==> config.mk <==
export PLATFORM = sky130hd
export DESIGN_NAME = ham_secded_pipe
export DESIGN_NICKNAME = d
export VERILOG_FILES = /design/src/rtl/ham_secded_pipe.sv
export SDC_FILE = /design/constraint.sdc
export NUM_CORES = 1
export LEC_CHECK = 0
export BUFFER_PORTS_ARGS = -buffer_cell sky130_fd_sc_hd__buf_2
export CORE_MARGIN = 2
export CORE_UTILIZATION = 35
export DETAILED_ROUTE_END_ITERATION = 8
export PLACE_DENSITY = 0.55
export SLEW_MARGIN = 20
export SYNTH_ARGS = -nofsm -noshare
export SYNTH_HDL_FRONTEND = slang
export SYNTH_SLANG_ARGS = --single-unit
==> constraint.sdc <==
create_clock -name clk -period 2.35 [get_ports clk]
set_clock_uncertainty 0.05 [all_clocks]
set_input_delay 0.47 -clock clk [delete_from_list [all_inputs] [get_ports clk]]
set_output_delay 0.47 -clock clk [all_outputs]
set_load 0.005 [all_outputs]
==> src/rtl/ham_secded_pipe.sv <==
// Two-stage pipelined Hamming decoder with saturating corrected/uncorrectable counters.
// Define HAM_SECDED_EN to use the overall parity bit for double-error detection.
module ham_secded_pipe #(
  parameter int unsigned PAR_W  = 3,
  parameter int unsigned CNT_W  = 16,
  localparam int unsigned CODE_W = (1 << PAR_W) - 1,
  localparam int unsigned DATA_W = CODE_W - PAR_W
) (
  input  logic              clk,
  input  logic              rst_n,
  input  logic              in_valid,
  output logic              in_ready,
  input  logic [CODE_W:0]   in_code,
  output logic              out_valid,
  input  logic              out_ready,
  output logic [DATA_W-1:0] out_data,
  output logic [PAR_W-1:0]  out_syndrome,
  output logic              out_corr,
  output logic              out_uncorr,
  input  logic              cnt_clr,
  output logic [CNT_W-1:0]  corr_cnt,
  output logic [CNT_W-1:0]  uncorr_cnt
);

  // Position (1-based) of the j-th data bit: the j-th non-power-of-two index.
  function automatic int unsigned data_pos(input int unsigned j);
    int unsigned cnt;
    int unsigned pos;
    cnt = 0;
    pos = 0;
    for (int unsigned p = 1; p <= CODE_W; p++) begin
      if ((p & (p - 1)) != 0) begin
        if (cnt == j) pos = p;
        cnt++;
      end
    end
    return pos;
  endfunction

  logic                s1_valid_q, s1_valid_d;
  logic [CODE_W-1:0]   s1_code_q;
  logic [PAR_W-1:0]    s1_syn_q, syn_d;
  logic                s2_valid_q, s2_valid_d;
  logic [DATA_W-1:0]   s2_data_q, data_d;
  logic [PAR_W-1:0]    s2_syn_q;
  logic                s2_corr_q, corr_d;
  logic                s2_uncorr_q, uncorr_d;
  logic [CNT_W-1:0]    corr_cnt_q, corr_cnt_d;
  logic [CNT_W-1:0]    uncorr_cnt_q, uncorr_cnt_d;
  logic                s2_load, s1_adv, in_acc, out_hs;
  logic                flip;
  logic [CODE_W-1:0]   fixed;

`ifdef HAM_SECDED_EN
  logic s1_par_q;
`else
  logic ovp_unused;
  assign ovp_unused = in_code[CODE_W];
`endif

  always_comb begin
    syn_d = '0;
    for (int unsigned k = 1; k <= CODE_W; k++) begin
      for (int unsigned i = 0; i < PAR_W; i++) begin
        if (k[i]) syn_d[i] = syn_d[i] ^ in_code[k-1];
      end
    end
  end

  always_comb begin
`ifdef HAM_SECDED_EN
    flip     = (|s1_syn_q) && s1_par_q;
    corr_d   = s1_par_q;
    uncorr_d = (|s1_syn_q) && !s1_par_q;
`else
    flip     = |s1_syn_q;
    corr_d   = |s1_syn_q;
    uncorr_d = 1'b0;
`endif
    fixed = s1_code_q;
    for (int unsigned k = 1; k <= CODE_W; k++) begin
      if (flip && (s1_syn_q == PAR_W'(k))) fixed[k-1] = ~fixed[k-1];
    end
    data_d = '0;
    for (int unsigned j = 0; j < DATA_W; j++) begin
      for (int unsigned k = 1; k <= CODE_W; k++) begin
        if (data_pos(j) == k) data_d[j] = fixed[k-1];
      end
    end
  end

  always_comb begin
    s2_load    = !s2_valid_q || out_ready;
    s1_adv     = s1_valid_q && s2_load;
    in_ready   = !s1_valid_q || s1_adv;
    in_acc     = in_valid && in_ready;
    out_hs     = s2_valid_q && out_ready;
    s1_valid_d = in_ready ? in_valid : s1_valid_q;
    s2_valid_d = s2_load ? s1_valid_q : s2_valid_q;

    corr_cnt_d   = corr_cnt_q;
    uncorr_cnt_d = uncorr_cnt_q;
    // Clear wins over a same-cycle increment.
    if (cnt_clr) begin
      corr_cnt_d   = '0;
      uncorr_cnt_d = '0;
    end else if (out_hs) begin
      if (s2_corr_q && (corr_cnt_q != '1))     corr_cnt_d   = corr_cnt_q + CNT_W'(1);
      if (s2_uncorr_q && (uncorr_cnt_q != '1)) uncorr_cnt_d = uncorr_cnt_q + CNT_W'(1);
    end
  end

  always_ff @(posedge clk or negedge rst_n) begin
    if (!rst_n) begin
      s1_valid_q   <= 1'b0;
      s1_code_q    <= '0;
      s1_syn_q     <= '0;
`ifdef HAM_SECDED_EN
      s1_par_q     <= 1'b0;
`endif
      s2_valid_q   <= 1'b0;
      s2_data_q    <= '0;
      s2_syn_q     <= '0;
      s2_corr_q    <= 1'b0;
      s2_uncorr_q  <= 1'b0;
      corr_cnt_q   <= '0;
      uncorr_cnt_q <= '0;
    end else begin
      s1_valid_q   <= s1_valid_d;
      s2_valid_q   <= s2_valid_d;
      corr_cnt_q   <= corr_cnt_d;
      uncorr_cnt_q <= uncorr_cnt_d;
      if (in_acc) begin
        s1_code_q <= in_code[CODE_W-1:0];
        s1_syn_q  <= syn_d;
`ifdef HAM_SECDED_EN
        s1_par_q  <= ^in_code;
`endif
      end
      if (s1_adv) begin
        s2_data_q   <= data_d;
        s2_syn_q    <= s1_syn_q;
        s2_corr_q   <= corr_d;
        s2_uncorr_q <= uncorr_d;
      end
    end
  end

  assign out_valid    = s2_valid_q;
  assign out_data     = s2_data_q;
  assign out_syndrome = s2_syn_q;
  assign out_corr     = s2_corr_q;
  assign out_uncorr   = s2_uncorr_q;
  assign corr_cnt     = corr_cnt_q;
  assign uncorr_cnt   = uncorr_cnt_q;

endmodule
### Word-level counts from Yosys, hierarchy flattened

Index checks and enable logic that the tools add are counted.

| storage, ports and cells | value |
|---|---|
| output and inout port bits | 43 |
| memory bits (read-only) | 0 |
| bits in registers | 52 |
| memories kept | 0 |
| latch bits | 0 |
| RAM bits | 0 |

| cells by class | value |
|---|---|
| reduce and logical (&&, ||, !) cells | 17 |
| shifts and indexed selects | 0 |
| divide/modulo/power cells | 0 |
| $mul | 0 |
| bitwise gates (word level) | 13 |
| muxes and demuxes | 8 |
| order comparisons | 0 |
| eq/ne operators | 5 |
| add/subtract/negate cells | 1 |

Operators with widths:

| kind | number |
|---|---|
| $mux 16 | 4 |
| $add 16x1->16 const B | 1 |
| $ne 16x16->1 const B | 1 |
| $eq 3x3->1 const B | 3 |
| $xor 1x1->1 | 9 |
| $logic_and 1x1->1 | 8 |
| $mux 1 | 4 |
| $not 1->1 | 4 |
| $reduce_and 2->1 | 2 |
| $reduce_bool 2->1 | 2 |
| $eq 3x2->1 const B | 1 |
| $reduce_or 3->1 | 1 |
| $logic_not 1->1 | 2 |
| $logic_or 1x1->1 | 2 |

### Logic depth before layout (Yosys ltp)

Gate-level depths: netlist of run 1.

| logic depth | value |
|---|---|
| word-level depth | 5 |
| mapped depth | 7 |
| mapped depth without buffers | 5 |

### Worst setup path after synthesis of run 1

Ideal clock, no wire load.

| timing | value |
|---|---|
| path type | register to register |
| start | register corr_cnt_q[0], in the netlist corr_cnt[0] |
| end | register corr_cnt_q[10], in the netlist corr_cnt[10] |
| data required time | 2222 ps |
| path buffers | 1 |
| setup slack | 334 ps |
| cell stages (with the launch flop) | 7 |
| period minus slack after synthesis | 2016 ps |
| setup time | 78 ps |
| arrival | 1888 ps |
| cell sequence | dfrtp_1 -> ha_1 -> nand4_2 -> or3_1 -> buf_2 -> or4_1 -> a21oi_1 |

| on the way | value |
|---|---|
| cells in the longest elaborated chain, start to end | 4 |
| elaborated cells between the ends (all ways) | 8 |
| classes of those cells | add/sub (1); eq/ne (1); mux (3); reduce/logical (3) |

RTL lines:

| what | RTL line | RTL |
|---|---|---|
| from (decl) | 48 | `logic [CNT_W-1:0] corr_cnt_q, corr_cnt_d;` |
| from (signal assigned) | 131 | `corr_cnt_q <= corr_cnt_d;` |
| $add 16x1->16 / $ne 16x16->1 (equally long branches) | 108 | `if (s2_corr_q && (corr_cnt_q != '1)) corr_cnt_d = corr_cnt_q + CNT_W'(1);` |
| $mux 16 / $logic_and 1x1->1 (equally long branches) | 108 |  |
| $mux 16 / $reduce_bool 2->1 (equally long branches) | -- |  |
| $mux 16 / $reduce_and 2->1 (equally long branches) | -- |  |

Several ways; a longest one is shown, not always the timed one. The select of a mux whose other input is x is not followed.
A chain may end at the register's enable or synchronous reset.

### Worst setup path after layout of run 1

Ends and elaborated chain as after synthesis.

==> flow_metrics.tcl, run 1 <==
set metrics [dict create \
    max_stage_delay_ns 0.53 \
    final_cell_count_no_fill 293 \
    yosysTopAreaCellShare_pct 46.22 \
    num_antenna_cells 0 \
    wl_per_cell_um 11.97 \
    synth_area_leader_cell "dfrtp_1" \
    synth_cell_types 38 \
    cts_setup_buffers 0 \
    antenna_found_initial 0 \
    layout_commonest_cell "buf_2" \
    vias_per_cell 4.788 \
    yosysSeqAreaShare_pct 46.22 \
    core.rowCount 26 \
    synthCells 182 \
    routed_wl_um 3506 \
    postRouteAntennaNets 0 \
    cts_made_buffers 5 \
    initial_utilization_pct 35.66 \
    crit_type "reg2reg" \
    htree_levels 2 \
    final_cell_mix "37 x buf_2, 33 x dfrtp_1, 18 x nand2_1, 17 x conb_1, 13 x a21oi_1" \
    startpoint_type "flip-flop" \
    drc 0 \
    cts_sinks 33 \
    cts-root-buf "clkbuf_8" \
    required_ns 2.52 \
    yosys-top-cells-area "dfrtp_1 46%, buf_4 7.1%, mux2_2 4.4%" \
    cts_resized 0 \
    cts_tree "done" \
    cp_cell_sequence "ha_1, nand4_2, or3_1, or4_1, a21oi_1" \
    die_x_um 75.45 \
    fmax_mhz 482.0 \
    place_inst 285 \
    drive_gt1_share_pct 27.35 \
    cts_hold_buf 0 \
    slew_headroom_pct 50.04 \
    vias 1403 \
    status "completed" \
    peakVddDrop_mv 0.4348 \
    leakagePower_uw 0.0009167 \
    gr-usage-all-layers_pct 13.25 \
    worst_pin_slew_ns 0.7494 \
    drv_slew 0 \
    ys_ff_latch 33 \
    finalCritPeriodShare_pct 88.29 \
    routabilityCongestion 0.7321 \
    cap_violations 0 \
    clock_latency_ns 0.29 \
    core_um2 5010 \
    drt_first_pass_iters 7 \
    place_area_um2 1994 \
    area_growth_pct 18.14 \
    setup_tns_ns 0 \
    first_global_vias 1228 \
    io_buffers 37 \
    ys_warn_count 0 \
    hold_path.class "in2async" \
    path_clk_slew_ns 0.07 \
    rsz0062_at_grt "false" \
    drt_iter0_drc 74 \
    nets 236 \
    clock_path_buffers 2 \
    grt_pass1_wl_um 5609 \
    crit_path_top_delay_cell "or4_1" \
    grt-ovfl-total 0 \
    avgSynthCellArea_um2 9.817 \
    finish.utilization_pct 42.13 \
    worst_ep_arrival_time_ns 2.24 \
    synth_area_um2 1787 \
    finalPower_uw 1457 \
    powerDensity_nw_per_um2 690.3 \
    period_minus_slack_ns 2.075 \
    final_area_um2 2111 \
    crit_path_end_kind "flip-flop" \
    io_pins 56 \
    die-area_um2 5693 \
    setup_viol 0 \
    grt_max_degree 34 \
    path_max_fanout 8 \
    dp_hpwl_um 2518 \
    final_hold_viol_count 0 \
    n_fill_cell 526 \
    fp.dieH_um 75.45 \
]
==> metal layers <==
| layer | track usage [%] | wire, um | vias to the layer above |
|---|---|---|---|
| met5 | 0 | 0 | - |
| li1 | - | - | 702 |
| met3 | 3.968 | 157 | 5 |
| met2 | 21.35 | 1655 | 38 |
| met4 | 5.263 | 40 | 0 |
| met1 | 16.69 | 1652 | 658 |
==> area by class of cell <==
type,instances,area [um2],area share [%]
clock inverters,1,30.03,1.423
repair buffers,40,207.7,9.840
clock buffers,7,86.33,4.090
flip-flops and latches,33,825.8,39.12
inverters,4,15.01,0.7113
multi-input cells,138,858.3,40.66
well taps,70,87.58,4.149
==> worst max-delay path: cells and delay by family (launching register included) <==
| kind | cells | cell delay [ns] |
|---|---|---|
| AO/OA/AOI/OAI | 1 | 0.15 |
| adder cells (fa/ha/maj) | 1 | 0.25 |
| flip-flops | 1 | 0.41 |
| AND/OR/NAND/NOR | 3 | 1.14 |
==> path summary, 6_finish.rpt <==
check                               end        start  cells after the start  slack [ns]
setup / recovery           corr_cnt[10]  corr_cnt[0]                      5        0.28
hold / removal             corr_cnt[10]        rst_n                      1        0.20
setup reg to reg           corr_cnt[10]  corr_cnt[0]                      5        0.28
hold reg to reg             out_data[2]  out_data[2]                      2        0.43
max in group asynchronous   out_data[2]        rst_n                      1        1.57
min in group clk             s1_valid_q     in_valid                      2        0.34
==> sequential cells by signal (all words and copies together) (netlist names) <==
signal and flops:
s1_syn_q 3, s1_code_q 4, out_corr 1, corr_cnt 16
out_data 4, out_syndrome 3, s1_valid_q 1, out_valid 1
==> cell families (layout without fill, tap and decap cells) <==
kind of cell	after synthesis	in the layout	share of synthesized area (%)
compound gates	38	38	12.54
mux	7	7	4.412
buf+inv	27	52	9.453
other cells	1	17	0.2099
fa+ha+maj	1	1	0.7002
simple gates	63	63	20.59
xor+xnor	12	12	5.882
flops	33	33	46.22
==> Yosys cell counts <==
master	count
and3_2	1
o21bai_1	1
or4_4	1
xor2_1	5
or3_1	4
o31a_1	1
or4_1	7
conb_1	1
nand3_1	7
nand2b_1	2
xnor2_1	7
or2b_1	1
or3_2	1
o31ai_1	9
and4_1	2
a21oi_1	13
nor3_1	5
a311oi_1	1
nand3b_1	3
buf_1	1
dfrtp_1	33
mux2_2	7
buf_4	17
buf_2	3
nand4_2	1
a31oi_1	1
o21ai_0	12
nor3b_1	1
or4_2	1
nand4_1	3
ha_1	1
nor4b_1	1
clkbuf_1	2
nand2_1	18
or2_2	1
nor4_1	1
nor2_1	2
inv_1	4
==> where the power goes <==
part / switching (uW) / internal (uW) / total [uW]
sequential: 59.9 / 637 / 697
combinational: 102 / 107 / 209
clock: 206 / 346 / 552
total: 368 / 1090 / 1460
==> metrics by stage <==
step           setup WS, ns  hold WS, ns
3_3_place_gp         0.2884       0.4123
5_1_grt              0.2165       0.2662
6_report             0.2752       0.2004
3_5_place_dp         0.2872       0.4192
4_1_cts              0.2666       0.2300
2_1_floorplan        0.3342       0.1244
Power figures use the tool's default switching activity.
==> inputs of run 2 (changes only) <==
ABC_AREA = 1   (was unset)
GPL_TIMING_DRIVEN = 1   (was unset)
==> flow_metrics.tcl, run 2 <==
set metrics [dict create \
    status "completed" \
    cap_violations 0 \
    rsz0062_at_grt "false" \
    cts_made_buffers 5 \
    async_flop_share_pct 100.0 \
    crit_type "reg2reg" \
    yosys-top-cells-area "dfrtp_1 43%, nand2_1 17%, buf_4 6.6%" \
    vias 1609 \
    first_global_vias 1551 \
    drt_first_pass_iters 2 \
    drc 0 \
    place_inst 353 \
    clock_path_buffers 2 \
    synth_xor_area_share_pct 5.462 \
    final_cell_count_no_fill 359 \
    worst_ep_arrival_time_ns 1.99 \
    layout_commonest_cell "nand2_1" \
    cts_sinks 33 \
    worst_hold_slack_ns 0.1994 \
    synth_area_um2 1924 \
    setup_tns_ns 0 \
    core_um2 5205 \
    synth_area_leader_cell "dfrtp_1" \
    largest_reg_flops 16 \
    n_fill_cell 556 \
    drive_gt1_share_pct 20.07 \
    synth_top_family_by_area "simple AND/OR/NAND/NOR gates" \
    cp_num_cells 9 \
    worst_pin_slew_ns 0.7320 \
    synth_top_flop_cell "dfrtp_1" \
    gr-usage-all-layers_pct 13.62 \
    ys_ff_latch 33 \
    vias_per_cell 4.482 \
    synthCells 250 \
    drt_iter0_drc 53 \
    reg2reg_depth 9 \
    yosysSeqAreaShare_pct 42.91 \
    max_stage_delay_ns 0.44 \
    core.rowCount 26 \
    cts-root-buf "clkbuf_8" \
    hold_path.class "in2async" \
    critPathTopFamily "simple AND/OR/NAND/NOR gates" \
    cts_hold_buf 0 \
    synth_cell_types 24 \
    powerDensity_nw_per_um2 626.6 \
    io_buffers 37 \
    cts_setup_buffers 0 \
    final_hold_viol_count 0 \
    path_max_fanout 16 \
    setup_slack_ns 0.4729 \
    yosysTopAreaCellShare_pct 42.91 \
    synth_compound_area_share_pct 4.941 \
    antenna_found_initial 0 \
    die_x_um 78.15 \
    grt_max_degree 34 \
    avgSynthCellArea_um2 7.697 \
    wl_per_cell_um 10.87 \
    routabilityCongestion 0.8019 \
    pre_cts_ws_ns 0.4521 \
    required_ns 2.46 \
    period_minus_slack_ns 1.877 \
    fmax_mhz 532.7 \
    synth-simple-area-share_pct 34.66 \
    die-area_um2 6107 \
    final_cell_mix "85 x nand2_1, 37 x buf_2, 33 x dfrtp_1, 19 x nand3_1, 17 x conb_1" \
    crit_top_cell "nor2_4" \
    crit_path_end_kind "flip-flop" \
    routed_wl_um 3903 \
    post-synth-top-count-cell "nand2_1" \
    grt_pass1_wl_um 6589 \
    postRouteAntennaNets 0 \
    cts_tree "done" \
    finalCritPeriodShare_pct 79.88 \
    clock_latency_ns 0.28 \
    slew_headroom_pct 51.20 \
    setup_viol 0 \
    synth_commonest_cells "85 x nand2_1, 33 x dfrtp_1, 19 x nand3_1" \
    io_pins 56 \
    htree_levels 2 \
    dp_hpwl_um 2925 \
    ys_warn_count 0 \
    fp.dieH_um 78.15 \
    cts_resized 0 \
    synth_edf_count 0 \
    path_clk_slew_ns 0.06 \
    leakagePower_uw 0.001124 \
    critPathBufInv 1 \
    num_antenna_cells 0 \
    startpoint_type "flip-flop" \
    cp_cell_sequence "ha_1, nand3_1, inv_2, nand2_2, nor2_4, nor2_4, nor2_4, nand2_1, nand2_1" \
    nets 304 \
    synth_fa_ha_area_share_pct 0.6502 \
    finalPower_uw 1370 \
    area_growth_pct 13.65 \
    synth.area.mux_share_pct 0 \
    grt-ovfl-total 0 \
    drv_slew 0 \
    crit_path_top_delay_cell "dfrtp_1" \
    initial_utilization_pct 36.97 \
    peakVddDrop_mv 0.2993 \
]
==> run 2: cell count changes after synthesis, sizes merged, moves of 7 or more <==
cell	delta
nand3	+12
o31ai	-9
a21oi	-12
nand2	+69
mux2	-7
or4	-9
nand4	+11
inv	+12
nor2	+18
==> run 2: cells by family after synthesis <==
kind of cell | after synthesis
AOI/OAI and AO/OA | 17
xor gates and xnor gates | 12
adders and majority gates | 1
buffers and inverters | 38
DFF | 33
other | 1
and+or+nand+nor | 148
==> run 2: worst paths after layout <==
| path | startpoint | to | slack (ns) |
|---|---|---|---|
| setup reg to reg | corr_cnt[0] | corr_cnt[12] | 0.47 |
| max in group asynchronous | rst_n | out_corr | 1.59 |
| min in group clk | in_code[4] | s1_code_q[4] | 0.39 |
| hold reg to reg | out_syndrome[1] | out_syndrome[1] | 0.43 |
| hold / removal | rst_n | corr_cnt[2] | 0.20 |
| setup / recovery | corr_cnt[0] | corr_cnt[12] | 0.47 |
==> run 2: layout make-up <==
class / instances / area, um2 / area share [%]
inverters: 17 / 63.81 / 2.918
clock inverters: 1 / 5.005 / 0.2288
multi-input cells: 195 / 943.4 / 43.13
well taps: 70 / 87.58 / 4.005
flip-flops and latches: 33 / 825.8 / 37.76
repair buffers: 38 / 192.7 / 8.810
clock buffers: 5 / 68.82 / 3.146
==> run 2: where the power goes <==
| group | total, uW | switching (uW) | internal (uW) |
|---|---|---|---|
| sequential | 707 | 58.7 | 648 |
| combinational | 276 | 165 | 112 |
| clock | 388 | 193 | 195 |
==> run 2: through the flow <==
| stage | area (um2) | utilization [%] |
|---|---|---|
| after floorplan | 1984 | - |
| after global placement | 2113 | 40.60 |
| after detailed placement | 2113 | 40.60 |
| after CTS | 2187 | 42.02 |
| after global routing | 2187 | 42.02 |
| final | 2187 | 42.02 |
==> run 2: per-layer routing <==
metal	vias up	track usage, %	part of all wire [%]
met3	7	3.678	4.2
met4	0	4.912	1.0
li1	850	-	-
met2	27	25.43	51
met1	725	14.63	43
met5	-	0	0
